**config.mk**
```make
export PLATFORM = sky130hd
export DESIGN_NAME = pdm_dac_tx
export DESIGN_NICKNAME = d
export VERILOG_FILES = /design/src/rtl/pdm_dac_tx.sv
export SDC_FILE = /design/constraint.sdc
export NUM_CORES = 1
export LEC_CHECK = 0
export BUFFER_PORTS_ARGS = -buffer_cell sky130_fd_sc_hd__buf_2
export CORE_MARGIN = 1.5
export CORE_UTILIZATION = 50
export CTS_CLUSTER_SIZE = 40
export DETAILED_ROUTE_END_ITERATION = 12
export HOLD_SLACK_MARGIN = 0.08
export PLACE_DENSITY = 0.64
export SETUP_SLACK_MARGIN = 0.5
export SLEW_MARGIN = 5
export SYNTH_ARGS = -nofsm -noshare
export SYNTH_HDL_FRONTEND = slang
export SYNTH_SLANG_ARGS = --single-unit
export TNS_END_PERCENT = 10
```
**constraint.sdc**
```tcl
create_clock -name clk -period 12.4 [get_ports clk]
set_input_delay 1.24 -clock clk [delete_from_list [all_inputs] [get_ports clk]]
set_output_delay 1.24 -clock clk [all_outputs]
set_load 0.005 [all_outputs]
```
**src/rtl/pdm_dac_tx.sv**
```systemverilog
// rtl/pdm_dac_tx.sv - PCM-to-PDM transmitter: sample FIFO, PDM clock divider,
// per-sample hold counter and first-order carry-out sigma-delta modulator.
module pdm_dac_tx #(
  parameter int FIFO_DEPTH = 4,
  parameter int LOW_THRESH = 1
) (
  input  logic                          clk,
  input  logic                          rst,
  input  logic                          enable,
  input  logic [7:0]                    period,
  input  logic [7:0]                    osr,
  input  logic [15:0]                   pcm_in,
  input  logic                          pcm_valid,
  output logic                          pcm_ready,
  output logic [$clog2(FIFO_DEPTH):0]   fifo_level,
  output logic                          pdm_clk,
  output logic                          pdm_dat,
  output logic                          underrun,
  input  logic                          underrun_clr,
  output logic                          irq_low
);

  localparam int AW = $clog2(FIFO_DEPTH);
  localparam logic [AW:0] DEPTH_L = FIFO_DEPTH[AW:0];
  localparam logic [AW:0] LOW_L   = LOW_THRESH[AW:0];

  logic [7:0]    phase_q, phase_d;
  logic [7:0]    hold_q, hold_d;
  logic [15:0]   acc_q, acc_d;
  logic [15:0]   cur_q, cur_d;
  logic          pdm_clk_q, pdm_clk_d;
  logic          pdm_dat_q, pdm_dat_d;
  logic          underrun_q, underrun_d;
  logic [15:0]   mem_q [FIFO_DEPTH];
  logic [15:0]   mem_d [FIFO_DEPTH];
  logic [AW-1:0] wr_q, wr_d, rd_q, rd_d;
  logic [AW:0]   level_q, level_d;

  logic [7:0]    half;
  logic [7:0]    osr_last;
  logic          running, tick, fifo_empty, pop_slot, pop, push;
  logic [15:0]   s;
  logic [16:0]   sum;

  assign half       = {1'b0, period[7:1]};
  // osr==0 wraps to 255 here, giving the 256-bit hold for free.
  assign osr_last   = osr - 8'd1;
  assign running    = enable & (period >= 8'd2);
  assign tick       = running & (phase_q == half);
  assign fifo_empty = (level_q == '0);
  assign pop_slot   = tick & (hold_q == 8'd0);
  assign pop        = pop_slot & ~fifo_empty;
  assign push       = pcm_valid & pcm_ready;
  assign s          = pop ? mem_q[rd_q] : cur_q;
  assign sum        = {1'b0, acc_q} + {1'b0, ~s[15], s[14:0]};

  always_comb begin
    phase_d    = phase_q;
    hold_d     = hold_q;
    acc_d      = acc_q;
    cur_d      = cur_q;
    pdm_dat_d  = pdm_dat_q;
    pdm_clk_d  = running & (phase_q < half);
    underrun_d = underrun_q;
    mem_d      = mem_q;
    wr_d       = wr_q;
    rd_d       = rd_q;
    level_d    = level_q;

    if (!running) begin
      phase_d   = 8'd0;
      hold_d    = 8'd0;
      acc_d     = 16'd0;
      pdm_dat_d = 1'b0;
    end else begin
      // >= rather than == so a shrunk period/osr wraps instead of running away.
      phase_d = (phase_q >= period - 8'd1) ? 8'd0 : phase_q + 8'd1;
      if (tick) begin
        hold_d    = (hold_q >= osr_last) ? 8'd0 : hold_q + 8'd1;
        acc_d     = sum[15:0];
        pdm_dat_d = sum[16];
      end
    end

    if (pop)
      cur_d = mem_q[rd_q];

    if (pop_slot && fifo_empty)
      underrun_d = 1'b1;
    else if (underrun_clr)
      underrun_d = 1'b0;

    if (push) begin
      mem_d[wr_q] = pcm_in;
      wr_d        = wr_q + 1'b1;
    end
    if (pop)
      rd_d = rd_q + 1'b1;
    if (push && !pop)
      level_d = level_q + 1'b1;
    else if (pop && !push)
      level_d = level_q - 1'b1;
  end

  always_ff @(posedge clk) begin
    if (rst) begin
      phase_q    <= 8'd0;
      hold_q     <= 8'd0;
      acc_q      <= 16'd0;
      cur_q      <= 16'd0;
      pdm_clk_q  <= 1'b0;
      pdm_dat_q  <= 1'b0;
      underrun_q <= 1'b0;
      wr_q       <= '0;
      rd_q       <= '0;
      level_q    <= '0;
      for (int i = 0; i < FIFO_DEPTH; i++)
        mem_q[i] <= 16'd0;
    end else begin
      phase_q    <= phase_d;
      hold_q     <= hold_d;
      acc_q      <= acc_d;
      cur_q      <= cur_d;
      pdm_clk_q  <= pdm_clk_d;
      pdm_dat_q  <= pdm_dat_d;
      underrun_q <= underrun_d;
      wr_q       <= wr_d;
      rd_q       <= rd_d;
      level_q    <= level_d;
      mem_q      <= mem_d;
    end
  end

  assign pcm_ready  = (level_q < DEPTH_L);
  assign fifo_level = level_q;
  assign pdm_clk    = pdm_clk_q;
  assign pdm_dat    = pdm_dat_q;
  assign underrun   = underrun_q;
  assign irq_low    = enable & (level_q <= LOW_L);

endmodule

```
After elaboration in Yosys (flattened, before gate mapping)
Index checks and enable logic that the tools add are counted.
{ "op_classes": {"add_sub_neg": 9, "multipliers": 0, "div": 0, "n_lt_le_gt_ge": 9, "n_eq_ne": 1, "n_shift": 0, "n_mux": 12, "bitwise": 12, "n_reduce_logical": 12} }
{ "ops": {"columns": ["cell", "n"], "rows": [
  ["$bwmux 64", 1],
  ["$mux 16", 4],
  ["$bmux 16 s2", 1],
  ["$demux 16 s2", 1],
  ["$add 16x16->17", 1],
  ["$add 8x1->8 const B", 2],
  ["$ge 8x8->1", 2],
  ["$sub 8x1->8 const B", 2],
  ["$eq 8x7->1", 1],
  ["$ge 8x2->1 const B", 1],
  ["$logic_not 8->1", 1],
  ["$lt 8x7->1", 1],
  ["$mux 8", 1],
  ["$and 1x1->1", 7],
  ["$ge 3x3->1 const B", 2],
  ["$mux 3", 2],
  ["$not 2->3", 2],
  ["$add 2x1->2 const B", 2],
  ["$logic_and 1x1->1", 4],
  ["$reduce_bool 2->1", 2],
  ["$add 3x1->3 const B", 1],
  ["$le 3x1->1 const B", 1],
  ["$logic_not 3->1", 1],
  ["$lt 3x1->1 const B", 1],
  ["7 further kinds", 11]
]} }
{ "totals": {"register_bits": 122, "latch_bits": 0, "mem_bits_rw": 0, "mem_bits_ro": 0, "inputBits": 37, "out_inout_bits": 8, "mem_count": 0} }

Logic depth before layout (Yosys ltp)
Gate-level depths: netlist of run 1.
{ "depth": {"depth_word": 8, "depth_mapped": 16, "ltp_nobuf": 15} }

Least setup slack after synthesis of run 1
Ideal clock, no wire load.
{ "synth_path": {"path_type": "input to register", "start": "input port period[3]", "end": "register acc_q[14]", "setup_time_ns": 0.070, "arrival_ns": 5.066, "setup_slack_ns": 7.264, "path_stages": 15, "path_buffers": 2, "path_cell_list": "inv_1 > ha_1 > nand4_1 > or4b_1 > buf_2 > nor4_4 > buf_6 > mux2_4 > ha_1 > a21o_1 > a21o_1 > a31o_2 > a211oi_1 > mux2_2 > a21oi_1"} }
{ "synth_via": {"elab_chain_cells": 7, "word_cells_on_any_way": 10} }
{ "synth_rtl": {"columns": ["item", "line", "source"], "rows": [
  ["start: declaration", "10", "input logic [7:0] period,"],
  ["$ge 8x2->1", "48", "assign running = enable & (period >= 8'd2);"],
  ["$and 1x1->1", "48", null],
  ["$and 1x1->1", "49", "assign tick = running & (phase_q == half);"],
  ["$and 1x1->1", "51", "assign pop_slot = tick & (hold_q == 8'd0);"],
  ["$and 1x1->1", "52", "assign pop = pop_slot & ~fifo_empty;"],
  ["$mux 16", null, null],
  ["$add 16x16->17", "55", "assign sum = {1'b0, acc_q} + {1'b0, ~s[15], s[14:0]};"],
  ["end signal: assignment", "109", "acc_q <= 16'd0;"],
  ["end signal: assignment", "122", "acc_q <= acc_d;"],
  ["end: declaration", "29", "logic [15:0] acc_q, acc_d;"]
]} }
Several ways; a longest one is shown, not always the timed one.
A chain may end at the register's enable or synchronous reset.

Final worst setup path of run 1
Same ends and word-level chain as after synthesis.

==> results of run 1 <==
[routing by layer]
metal  wire, um  global-route usage [%]
met5          0                       0
met4        211                    8.76
met3        624                    4.57
met2       6940                    38.2
met1       6940                    30.7
[worst max path at each step]
stage / endpoint / slack (ps)
2_1_floorplan: acc_q[14] / 7260
3_3_place_gp: acc_q[14] / 6980
3_5_place_dp: acc_q[14] / 6890
4_1_cts: acc_q[14] / 7300
5_1_grt: acc_q[14] / 7020
6_report: acc_q[14] / 7310
[cell type report]
type | instances | area, um2
fillers | 1136 | 5230
multi-input cells | 548 | 3770
flip-flops and latches | 122 | 2440
clock buffers | 18 | 439
repair buffers | 48 | 250
well taps | 172 | 215
clock inverters | 13 | 168
inverters | 27 | 101
[kinds of logic after synthesis]
group,count (synthesis),share of synthesized area [%]
simple gates,265,18.8
compound gates,151,13.8
flops,122,37.9
buf+inv,63,3.86
fa+ha+maj,55,10.8
xor+xnor,40,5.43
mux,37,9.43
[report_power, final]
| group | leakage [uW] | internal [uW] | switching, uW |
|---|---|---|---|
| Clock | 0.000293 | 322 | 185 |
| Sequential | 0.000987 | 406 | 9.03 |
| Combinational | 0.00171 | 36.7 | 57.3 |
| Total | 0.00299 | 765 | 251 |
[layout by cell type (no fill, tap or decap), types with 5 or more instances in the layout]
master       n
xor2_1      17
a21o_1      11
and2b_1      5
or3_1        5
nand4_1      5
ha_1        54
mux2_2      10
xnor2_1     23
nor3_1      15
and2_1       6
mux2i_1      6
o21ai_0     18
buf_2       44
a21oi_1     87
nor2b_1     15
nand2_1    143
o21a_1       6
mux2_4       5
nand3_1     11
mux4_2      16
clkbuf_16   17
dfxtp_1    122
nor2_1      38
inv_1       27
[critical path: stages]
cell      delay (ps)
buf_2            100
inv_1             70
ha_1             310
nand4_1          160
or4b_1           630
nor4_4           280
buf_4            320
mux2_2           390
ha_1             210
inv_1             70
fa_1             200
nor2b_1           60
o21a_1           180
a31o_2           280
a211oi_1         400
mux2_2           380
a21oi_1          130
[stage by stage]
step                power [uW]  std cells  setup slack [ps]  hold WS, ps  util [%]
floorplan                  485        733              7260          433         -
global placement           514        917              6980          438      53.7
detailed placement         518        917              6890          447      53.7
CTS                       1020        948              7300          454      58.5
global route              1050        948              7020          469      58.5
finish                    1020        948              7310          453      58.5
[state kept, by name, indices dropped and copies added (netlist names)]
register,cells
hold_q,8
rd_q,2
cur_q,16
wr_q,2
acc_q,16
underrun,1
mem_q,64
fifo_level,3
pdm_clk,1
phase_q,8
pdm_dat,1
==> results.md, run 1 <==
- Status: finished clean
- Synth Instances: 733
- Pwr/cell area: 138 nW/um2
- Max cap viols: 0
- Most numerous cell in the Yosys netlist: nand2_1
- Fmax: 196 MHz
- Core area: 12,600 um2
- Final hold vios: 0
- Crit path time final: 5090 ps
- Hpwl dp: 9.91 mm
- Vias: 5,245
- Worst slew pin tran: 1060 ps
- Root Buffer: clkbuf_16
- Arrival @ worst endpoint: 5430 ps
- Crit path from: period[3]
- Detail-routed via count per cell: 5.53
- Startpoint Class: input pin
- Reg-to-reg slack, setup: 7900 ps
- Area leader, netlist: dfxtp_1
- PortBufs: 44
- Worst vdd ir: 0.0899 mV
- Mean Syn Cell Area: 8.80 um2
- Slew Viols, Final: 0
- Synth warn: 0
- Via count of the first global-routing pass: 5,084
- Worst rel slew slack: 29.4%
- Antenna Diode Count: 0
- FF+latch count, synth: 122
- Final setup fails: 0
- Initial antenna violation count: 0
- Die area: 13,600 um2
- Sequential-to-total area share from yosys stat: 37.9%
- R2R cell count: 15
- Critical Path End Type: flop
- WL/cell: 15.5 um
- RR Startpoint: phase_q[2]
- First-pass GRT wire length: 24.6 mm
- Largest cells by area after synthesis: dfxtp_1 (38%), ha_1 (10%), nand2_1 (8.3%)
- Final WL: 14.7 mm
- Layout Nets: 856
- Synth async-reset ratio: 0%
- Worst-path maximum fanout: 19
- RR Endpoint: acc_q[14]
- CTS clock-pin slew for the worst setup and hold paths: 60 ps
- Placed cell areas: 6780 um2
- Final setup TNS: 0 ps
- # hold bufs at CTS: 0
- Iter 0 DRT Violations: 330
- Post-synth EDFFs: 0
- GPL Wtd Cong: 0.884
- Remaining routing DRC violations: 0
- WS Path Type: in -> reg
- Design Area, Final: 7390 um2
- WP data required: 12,740 ps
- Post-CTS setup buffer count: 0
- Skew-Pair Late Insertion Delay: 410 ps
- Mapped Nets: 825
- Area Growth Syn to Fin: 14.6%
- Clock sinks: 122
- Top FF cell, synth: dfxtp_1
- CTS tree: built
- Fin crit share: 41.1%
- DRT Pass-1 Iters: 5
- Layout cells sized above 1: 15.3%
- Max Buffers Root-to-Sink: 2
- Die Y: 117 um
- Yosys cell types: 51
- Largest net degree at the start of global routing: 91
- RSZ-0062 raised after global routing: false
- CTS HTree Levels: 4
- Top-level I/O count: 45
- Clock Skews: 5.90 ps
- GRT Util Overall: 23.3%
- Hold path cells: 2
- Worst min path class: reg -> reg
- Hold worst-path end: mem_q[50]
- Post-Syn Area: 6450 um2
- Die X: 117 um
- Hold path start: mem_q[50]
- Total CTS buffers: 17
- Post_cts resized: 0
- Initial Util: 51.1%
- Post-DRT Antenna Nets: 0
- Row count: 41
- Post-synth top area share: 37.9%
- Commonest cells post-synth: nand2_1 (143), dfxtp_1 (122), a21oi_1 (87), ha_1 (54), nor2_1 (38)
- Gr ovfl total: 0
- Leak: 0.00299 uW
Note: power is estimated with default switching activity, not from simulation.
==> run 2, diff against run 1 <==
==> constraint.sdc (replaced) <==
create_clock -name clk -period 5.3 [get_ports clk]
set_input_delay 0.53 -clock clk [delete_from_list [all_inputs] [get_ports clk]]
set_output_delay 0.53 -clock clk [all_outputs]
set_load 0.005 [all_outputs]
==> run 2 against run 1 <==
  * Via count shrank 1.7%
  * Global-route usage is 0.19 points lower
  * Die area is the same
  * First-iteration DRC count rose by 1.2%
  * Combinational power up 140%
  * Final area grew 0.24%
  * Core utilization increased by 0.14 points
  * Largest cell class unchanged
  * Final cell count is 0.21% higher
  * Flip-flop and latch count did not move
  * Highest routed layer unchanged
  * Critical path depth down 3
  * Power increased by 140%
  * Clock skew rose by 3.7 ps
==> results.md, run 2 (synthesis gave the netlist of run 1 again) <==
- Status: finished clean
- Post_cts resized: 0 (unchanged)
- Worst-path cell chain: inv_1 > ha_1 > nand2_1 > or4b_1 > nor4_4 > buf_4 > mux2_2 > ha_1 > a21o_1 > a211oi_1 > nor2_1 > a211oi_1 > mux2_2 > a21oi_1
- Layout cells sized above 1: 15.4% (+0.089 points)
- Gr ovfl total: 0 (unchanged)
- Leak: 0.00300 uW (+0.52%)
- Fmax: 223 MHz
- Final hold vios: 0 (unchanged)
- DRT Pass-1 Iters: 4 (-1)
- Max Buffers Root-to-Sink: 2 (unchanged)
- Total CTS buffers: 17 (unchanged)
- Cell internal pwr: 1790 uW (+130%)
- Antenna Diode Count: 0 (unchanged)
- RSZ-0062 raised after global routing: false
- Row count: 41 (unchanged)
- Post-DRT Antenna Nets: 0 (unchanged)
- Critical Path End Type: flop
- PortBufs: 44 (unchanged)
- Via count of the first global-routing pass: 5,012 (-1.4%)
- Largest net degree at the start of global routing: 91 (unchanged)
- Worst-path maximum fanout: 8 (-11)
- WS Path Type: reg -> reg
- Clock power frac: 50.2% (+0.3 points)
- Final setup fails: 0 (unchanged)
- Most frequent cells in the layout: nand2_1 (143), dfxtp_1 (122), a21oi_1 (87)
- Final Hold Slack: 377 ps (-75.2 ps)
- Skew-Pair Late Insertion Delay: 420 ps (about the same)
- Fin crit share: 84.7%
- Worst vdd ir: 0.348 mV (+290%)
- # hold bufs at CTS: 0 (unchanged)
- Die Y: 117 um (unchanged)
- Arrival @ worst endpoint: 4840 ps (-590 ps)
- GRT Util Overall: 23.1% (-0.19 points)
- Max cap viols: 0 (unchanged)
- Post-CTS setup buffer count: 0 (unchanged)
- First-pass GRT wire length: 24.3 mm (-1.5%)
- Hpwl dp: 9.84 mm (-0.68%)
- CTS tree: built
- Clock Skews: 9.63 ps (+3.72 ps)
- Core area: 12,600 um2 (unchanged)
- Commonest non-fill, non-tap cell in the layout: nand2_1
- Top Registers: mem_q x64, acc_q x16, cur_q x16
- Die area: 13,600 um2 (unchanged)
- Max FFs per register: 64 (unchanged)
- Layout Nets: 857 (+0.12%)
- Initial antenna violation count: 0 (unchanged)
- Max stage delay on crit path: 640 ps (about the same)
- Remaining routing DRC violations: 0 (unchanged)
- Worst slew pin tran: 1060 ps (+4.74 ps)
- Vias: 5,157 (-1.7%)
- Root Buffer: clkbuf_16
- Worst rel slew slack: 29.0% (-0.32 points)
- Area Growth Syn to Fin: 14.8%
- Initial Util: 51.1% (unchanged)
- Sequential power share: 40.5% (-0.4 points)
- Top-level I/O count: 45 (unchanged)
- Register name with the most flops: mem_q
- GPL Wtd Cong: 0.886 (+0.20%)
- Pwr/cell area: 324 nW/um2 (+140%)
- Startpoint Class: flop
- Final setup TNS: 0 ps (unchanged)
- Net Sw Frac: 25.4% (+0.66 points)
- Worst min path class: in -> reg
- CTS clock-pin slew for the worst setup and hold paths: 60 ps (about the same)
- Sw power: 609 uW (+140%)
- Crit path time final: 4490 ps
- Clock sinks: 122 (unchanged)
- Slew Viols, Final: 0 (unchanged)
- Iter 0 DRT Violations: 334 (+1.2%)
- CTS HTree Levels: 4 (unchanged)
- Gate power share: 9.2% (about the same)
- Detail-routed via count per cell: 5.43 (-1.9%)
- Die X: 117 um (unchanged)
- Final WL: 14.6 mm (-0.79%)
- WP data required: 5650 ps (-7090 ps)
- WL/cell: 15.4 um (-1.0%)
- Slowest-stage cell, CP: or4b_1
[run 2: cell types whose count changed in the layout (fill, tap and decap cells not counted), sizes merged]
cell / previous run / this run
clkinvlp: 2 / 0
inv: 30 / 32
clkinv: 5 / 6
buf: 48 / 49
[run 2: power groups by stage]
stage | Sequential [uW] | Combinational (uW) | Clock (uW)
floorplan | 986 | 149 | 0
global placement | 990 | 215 | 0
detailed placement | 992 | 222 | 0
CTS | 972 | 223 | 1230
global route | 976 | 250 | 1270
finish | 972 | 221 | 1210
[run 2: layout make-up]
type | count | area (um2)
flip-flops and latches | 122 | 2440
repair buffers | 49 | 258
well taps | 172 | 215
fillers | 1137 | 5220
inverters | 27 | 101
clock buffers | 18 | 429
multi-input cells | 548 | 3770
clock inverters | 14 | 188
[run 2: path summary, 6_finish.rpt]
path	slack, ps	from	cells after the start	end
setup reg to reg	810	phase_q[0]	14	acc_q[14]
setup / recovery	810	phase_q[0]	14	acc_q[14]
hold reg to reg	450	mem_q[57]	2	mem_q[57]
hold / removal	380	pcm_in[13]	3	mem_q[45]
[run 2: metal layers]
layer / global-route usage [%] / wire length (um) / vias up / part of all wire [%]
met4: 7.71 / 165 / 0 / 1.1
met1: 30.0 / 7030 / 2437 / 48
met5: 0 / 0 / - / 0
li1: - / - / 2616 / -
met2: 38.0 / 6840 / 91 / 47
met3: 5.66 / 572 / 13 / 3.9
[run 2: stage by stage]
| step | setup slack (ps) | util, % | power, uW | std cells | instance area [um2] |
|---|---|---|---|---|---|
| after global placement | 692 | 53.8 | 1200 | 918 | 6790 |
| after detailed placement | 571 | 53.8 | 1210 | 918 | 6790 |
| final | 809 | 58.7 | 2400 | 950 | 7400 |
| after global routing | 587 | 58.7 | 2500 | 950 | 7400 |
| after floorplan | 874 | - | 1140 | 733 | 6450 |
| after CTS | 847 | 58.7 | 2420 | 950 | 7400 |
[run 2: worst max-delay path: cells and delay by family, from the launching register on]
family	cells	cell delay, ps
and+or+nand+nor	4	1190
AOI/OAI and AO/OA	4	1110
muxes	2	750
adders and majority gates	2	640
DFF	1	400
buffers and inverters	2	330
